### src/rtl/aes_enc_core.sv
// AES-128 encryption datapath and round sequencer.
// One round per clock against an external key-expansion block and an external
// 16-byte combinational S-box. Block accepted at T, ciphertext valid at T+12.
// Optional build macro: AES_OUT_HOLD_EN (adds out_ready; DONE waits for it).
//
// state | meaning
// ------+-----------------------------------------------------------------
// IDLE  | waiting for plaintext; in_ready high, key_en = in_valid
// RUN   | rnd 0: initial AddRoundKey; rnd 1..ROUND-1 full rounds; ROUND final
// DONE  | ciphertext on cipher_text with out_valid high
`timescale 1ns/1ps

module aes_enc_core #(
   parameter int ROUND = 10
) (
   input  logic             sclk,
   input  logic             srst_n,
   input  logic             in_valid,
   output logic             in_ready,
   input  logic [15:0][7:0] plain_text,
   output logic             key_en,
   input  logic [15:0][7:0] round_key,
   output logic [15:0][7:0] sbox_key,
   input  logic [15:0][7:0] sbox_val,
   output logic             out_valid,
`ifdef AES_OUT_HOLD_EN
   input  logic             out_ready,
`endif
   output logic [15:0][7:0] cipher_text
);

   typedef enum logic [1:0] {
      S_IDLE = 2'd0,
      S_RUN  = 2'd1,
      S_DONE = 2'd2
   } state_e;

   localparam logic [3:0] LAST_RND = 4'(ROUND);

   state_e           state_q, state_d;
   logic [3:0]       rnd_q, rnd_d;
   logic [15:0][7:0] st_q, st_d;
   logic [15:0][7:0] sr_val;
   logic [15:0][7:0] mc_val;

   // Byte i of the packed state holds s(r,c) with i = 15 - (4*c + r).
   function automatic logic [7:0] xtime(input logic [7:0] b);
      return {b[6:0], 1'b0} ^ (b[7] ? 8'h1b : 8'h00);
   endfunction

   function automatic logic [15:0][7:0] shift_rows(input logic [15:0][7:0] s);
      logic [15:0][7:0] o;
      o = s;
      for (int c = 0; c < 4; c++) begin
         for (int r = 0; r < 4; r++) begin
            o[4'(15 - (4*c + r))] = s[4'(15 - (4*((c + r) % 4) + r))];
         end
      end
      return o;
   endfunction

   function automatic logic [15:0][7:0] mix_columns(input logic [15:0][7:0] s);
      logic [15:0][7:0] o;
      logic [7:0]       a0, a1, a2, a3;
      o = s;
      for (int c = 0; c < 4; c++) begin
         a0 = s[4'(15 - 4*c)];
         a1 = s[4'(14 - 4*c)];
         a2 = s[4'(13 - 4*c)];
         a3 = s[4'(12 - 4*c)];
         o[4'(15 - 4*c)] = xtime(a0) ^ xtime(a1) ^ a1 ^ a2 ^ a3;
         o[4'(14 - 4*c)] = a0 ^ xtime(a1) ^ xtime(a2) ^ a2 ^ a3;
         o[4'(13 - 4*c)] = a0 ^ a1 ^ xtime(a2) ^ xtime(a3) ^ a3;
         o[4'(12 - 4*c)] = xtime(a0) ^ a0 ^ a1 ^ a2 ^ xtime(a3);
      end
      return o;
   endfunction

   // Handshake; ready is masked by reset so nothing is accepted while held.
   assign in_ready    = srst_n & (state_q == S_IDLE);
   assign key_en      = in_valid & in_ready;
   assign out_valid   = (state_q == S_DONE);
   assign cipher_text = out_valid ? st_q : '0;
   assign sbox_key    = st_q;

   // Round datapath: the S-box result of the current state comes straight back.
   assign sr_val = shift_rows(sbox_val);
   assign mc_val = mix_columns(sr_val);

   // Next-state and round sequencing.
   always_comb begin
      state_d = state_q;
      rnd_d   = rnd_q;
      st_d    = st_q;
      case (state_q)
         S_IDLE: begin
            if (key_en) begin
               st_d    = plain_text;
               rnd_d   = '0;
               state_d = S_RUN;
            end
         end
         S_RUN: begin
            if (rnd_q == 4'd0) begin
               st_d  = st_q ^ round_key;
               rnd_d = 4'd1;
            end else if (rnd_q == LAST_RND) begin
               st_d    = sr_val ^ round_key;
               rnd_d   = '0;
               state_d = S_DONE;
            end else begin
               st_d  = mc_val ^ round_key;
               rnd_d = rnd_q + 4'd1;
            end
         end
         S_DONE: begin
`ifdef AES_OUT_HOLD_EN
            if (out_ready) begin
               state_d = S_IDLE;
            end
`else
            state_d = S_IDLE;
`endif
         end
         default: begin
            state_d = S_IDLE;
            rnd_d   = '0;
            st_d    = '0;
         end
      endcase
   end

   // State, round counter and cipher state registers.
   always_ff @(posedge sclk or negedge srst_n) begin
      if (!srst_n) begin
         state_q <= S_IDLE;
         rnd_q   <= '0;
         st_q    <= '0;
      end else begin
         state_q <= state_d;
         rnd_q   <= rnd_d;
         st_q    <= st_d;
      end
   end

endmodule

### config.mk
export PLATFORM = sky130hd
export DESIGN_NAME = aes_enc_core
export DESIGN_NICKNAME = d
export VERILOG_FILES = /design/src/rtl/aes_enc_core.sv
export SDC_FILE = /design/constraint.sdc
export NUM_CORES = 1
export LEC_CHECK = 0
export ABC_AREA = 1
export CORE_AREA = 2 2 253 255
export CTS_CLUSTER_SIZE = 25
export DETAILED_ROUTE_END_ITERATION = 6
export DIE_AREA = 0 0 255 257
export PLACE_DENSITY = 0.44
export SLEW_MARGIN = 15
export SYNTH_ARGS = -nofsm -noshare
export SYNTH_HDL_FRONTEND = slang
export SYNTH_SLANG_ARGS = --single-unit
### constraint.sdc
create_clock -name sclk -period 2.3 [get_ports sclk]
set_clock_uncertainty 0.2 [all_clocks]
set_input_delay 0.46 -clock sclk [delete_from_list [all_inputs] [get_ports sclk]]
set_output_delay 0.46 -clock sclk [all_outputs]
set_load 0.02 [all_outputs]
==> out/summary.log <==
INFO  sta            max-slew-margin-rel=29.2%
INFO  hold_path      hold_path.class=input port to asynchronous set/reset pin
INFO  global_route   grt.total_usage=16.8%
INFO  clock_network  tritoncts=yes
INFO  floorplanning  fp.dieW=255microns
INFO  synth          netlist_area=0.0112sqmm
INFO  power          p_leak=9.88nW
INFO  power          combPwrFrac=61.8%
INFO  sta            finalWorstPathRequiredPeriod=2440ps
INFO  cells_and_area highest_count_cells_in_the_layout_ignoring_fill_and_taps=sky130_fd_sc_hd__nand2_1, sky130_fd_sc_hd__clkdlybuf4s50_1, sky130_fd_sc_hd__nor2_1, sky130_fd_sc_hd__inv_1, sky130_fd_sc_hd__nand3_1
INFO  clock_network  clk-insertion-delay-late=470ps
INFO  sta            achievable-frequency=0.410GHz
INFO  power          seq_power_share=23.2%
INFO  floorplanning  initial_core_util=17.9%
INFO  synth          synth.distinct_cells=26
INFO  synth          postSynthNetCount=2316
INFO  power          internal_power=10.7mW
INFO  sta            min_setup_slack_post_route=-137ps
INFO  power          power.clock.fraction=14.9%
INFO  critical_path  timing.critical_path.from_type=register
INFO  global_route   wire_length_of_the_first_global_routing_pass=82200microns
INFO  floorplanning  core_area=0.0627sqmm
INFO  floorplanning  core.rowCount=92
INFO  route          antenna_left=0
INFO  sta            slew_violations=0
INFO  route          routed-via-count=13447
INFO  critical_path  critPathKind=register to output pin
INFO  clock_network  cts_clock_pin_slew_for_the_worst_setup_and_hold_paths=60ps
INFO  global_route   antenna_found_initial=4
INFO  critical_path  crit_fanout=25
INFO  synth          syn-instance-count=1926
INFO  sta            setup_violators_final=105
INFO  cells_and_area commonest_non_fill_non_tap_cell_in_the_layout=sky130_fd_sc_hd__nand2_1
INFO  critical_path  cp_data_arrival_time=1780ps
INFO  clock_network  cts_num_sinks=134
INFO  cells_and_area utilization=31.3%
INFO  power          p_switching=10.1mW
INFO  global_route   grt_max_degree=135
INFO  critical_path  crit_required=1640ps
INFO  sta            report.final.hold_viol_count=1
INFO  synth          synth-seq-cells=134
INFO  placed_design  gpl.final_weighted_congestion=0.811
INFO  sta            tightest_slew=1060ps
INFO  clock_network  max-clock-path-buffers=2
INFO  route          wire_per_inst=16.5microns
INFO  cells_and_area layout-drive-gt1-share=11.8%
INFO  placed_design  dp_hpwl=39400microns
INFO  route          initialDrtViolationCount=525
INFO  power          totalPowerFinal=20.8mW
INFO  placed_design  dpl.cell_count=3335
INFO  clock_network  hold_buffers=0
INFO  route          viasPerCell=3.96
INFO  outcome        failing_checks=hold timing, setup timing
INFO  job            max-cap-violations=0
INFO  power          worst_ir_drop_vdd=0.629mV
INFO  cells_and_area fin_nets=2920
INFO  synth          avgSynthCellArea=5.84squm
INFO  sta            fraction_of_the_cycle_the_final_worst_path_needs=106%
INFO  cells_and_area synthToLayoutAreaGrowth=74.5%
INFO  route          drt_pre_antenna_iters=5
INFO  critical_path  crit_path_end_kind=output pin
INFO  outcome        run_status=finished with violations
INFO  power          power-per-cell-area=1060mW/mm^2
INFO  global_route   remaining_global_route_overflow=0
INFO  sta            hold_slack=-8.34ps
INFO  cells_and_area final-instance-count-excl-fill=3393
INFO  synth          synthesis.yosys.warnings=0
INFO  synth          share_of_synthesized_area_occupied_by_flip_flops_and_latches=29.8%
INFO  floorplanning  num_io_pins=646
INFO  route          drt-total-wl=55900microns
INFO  route          drc_viols=0
INFO  clock_network  cts.htree.levels=4
INFO  floorplanning  die_area=0.0655sqmm
INFO  clock_network  clk_tree_root_cell=sky130_fd_sc_hd__clkbuf_16
INFO  sta            grt_setup_unrepaired=yes
INFO  clock_network  total_clock_buffers_created_by_cts=17
INFO  global_route   number_of_global_route_vias_before_repair=13180
INFO  power          switching_share=48.8%
INFO  placed_design  placement.io_buffers=613
INFO  floorplanning  vertical_die_dimension=257microns
flip-flops by register name, summed over array words and instances (netlist names):
register and count:
sbox_key 128, state_q 2, rnd_q 4
what timing repair did:
action                                  CTS  global route
gates resized for setup                 593           182
pin swaps                                 0             3
buffers inserted                         10             7
endpoints found under the setup margin  153           223
gates cloned                              5             0
power by group through the flow:
stage / sequential, mW / combinational (mW) / clock [mW]
6_report: 4.83 / 12.9 / 3.10
5_1_grt: 5.00 / 14.3 / 3.33
4_1_cts: 4.86 / 13.0 / 3.25
3_5_place_dp: 4.87 / 12.9 / 0
3_3_place_gp: 4.85 / 12.8 / 0
2_1_floorplan: 5.62 / 6.15 / 0
final timing paths:
kind                       slack, ps                        end  depth (start not counted)                      from
max                             -140             cipher_text[6]                          7    state_q[1]$_DFFE_PN0P_
min                               -8     state_q[0]$_DFFE_PN0P_                          3                    srst_n
max reg2reg                      190   sbox_key[10]$_DFFE_PN0P_                         11    state_q[0]$_DFFE_PN0P_
min reg2reg                      340   sbox_key[58]$_DFFE_PN0P_                          2  sbox_key[58]$_DFFE_PN0P_
max in group asynchronous        930  sbox_key[126]$_DFFE_PN0P_                          3                    srst_n
min in group sclk                340   sbox_key[58]$_DFFE_PN0P_                          2  sbox_key[58]$_DFFE_PN0P_
cells by family after synthesis:
family	synth area share [%]
adders and majority gates	0.334
and+or+nand+nor	42.7
buffers and inverters	13.0
DFF	29.8
xor gates and xnor gates	10.5
AOI/OAI and AO/OA	3.62
Yosys cell counts:
cell type                    n  area, sq um
sky130_fd_sc_hd__nor2_1    325         1220
sky130_fd_sc_hd__inv_1     265          995
sky130_fd_sc_hd__inv_2       5         18.8
sky130_fd_sc_hd__xor2_1     57          499
sky130_fd_sc_hd__a31oi_1     1         6.26
sky130_fd_sc_hd__a31oi_4     1         21.3
sky130_fd_sc_hd__nand3_2     1         10.0
sky130_fd_sc_hd__xnor2_1    78          683
sky130_fd_sc_hd__nor2_4      3         33.8
sky130_fd_sc_hd__buf_2      54          270
sky130_fd_sc_hd__o21ai_1    20          100
sky130_fd_sc_hd__nand4_1     3         18.8
sky130_fd_sc_hd__nand2_2     3         18.8
sky130_fd_sc_hd__a21oi_1    40          200
sky130_fd_sc_hd__o21ai_0    14         70.1
sky130_fd_sc_hd__clkbuf_1   25         93.8
sky130_fd_sc_hd__or2_2       1         6.26
sky130_fd_sc_hd__nor3_1      1         5.00
sky130_fd_sc_hd__buf_1       2         7.51
sky130_fd_sc_hd__dfrtp_1   134         3350
sky130_fd_sc_hd__a21oi_2     1         8.76
sky130_fd_sc_hd__buf_4       9         67.6
sky130_fd_sc_hd__ha_1        3         37.5
sky130_fd_sc_hd__buf_6       1         11.3
sky130_fd_sc_hd__nand3_1   152          761
sky130_fd_sc_hd__nand2_1   727         2730
metal layers:
layer	share of wire, %	up-vias	global-route usage, %
met3	6.3	52	4.58
met4	2.3	0	5.62
met2	51	394	29.8
met5	0	-	0
li1	-	6920	-
met1	40	6081	19.2
layout make-up:
cell class / count / area, sq um
clock inverter: 12 / 175
tap: 846 / 1060
fill: 6791 / 43100
timing repair buffer: 676 / 6850
sequential: 134 / 3360
clock buffer: 20 / 457
antenna: 4 / 10.0
multi-input combinational: 1431 / 6680
inverter: 270 / 1040
worst max-delay path, cell delays in order, from the launching register on:
cell                      delay [ps]
sky130_fd_sc_hd__dfrtp_1         370
sky130_fd_sc_hd__inv_2            50
sky130_fd_sc_hd__nor2_1           40
sky130_fd_sc_hd__buf_4           160
sky130_fd_sc_hd__inv_12          150
sky130_fd_sc_hd__buf_16          210
sky130_fd_sc_hd__nor2_1           90
sky130_fd_sc_hd__buf_4           160
per-stage QoR:
| stage | instance area (sq um) | setup slack [ps] | setup TNS [ps] |
|---|---|---|---|
| 2_1_floorplan | 11200 | 145 | 0 |
| 6_report | 19600 | -137 | -6770 |
| 3_3_place_gp | 18600 | -45.6 | -75.7 |
| 5_1_grt | 19600 | -251 | -21060 |
| 3_5_place_dp | 18600 | -27.4 | -358 |
| 4_1_cts | 19100 | -247 | -15360 |
Note: power is estimated with default switching activity, not from simulation.
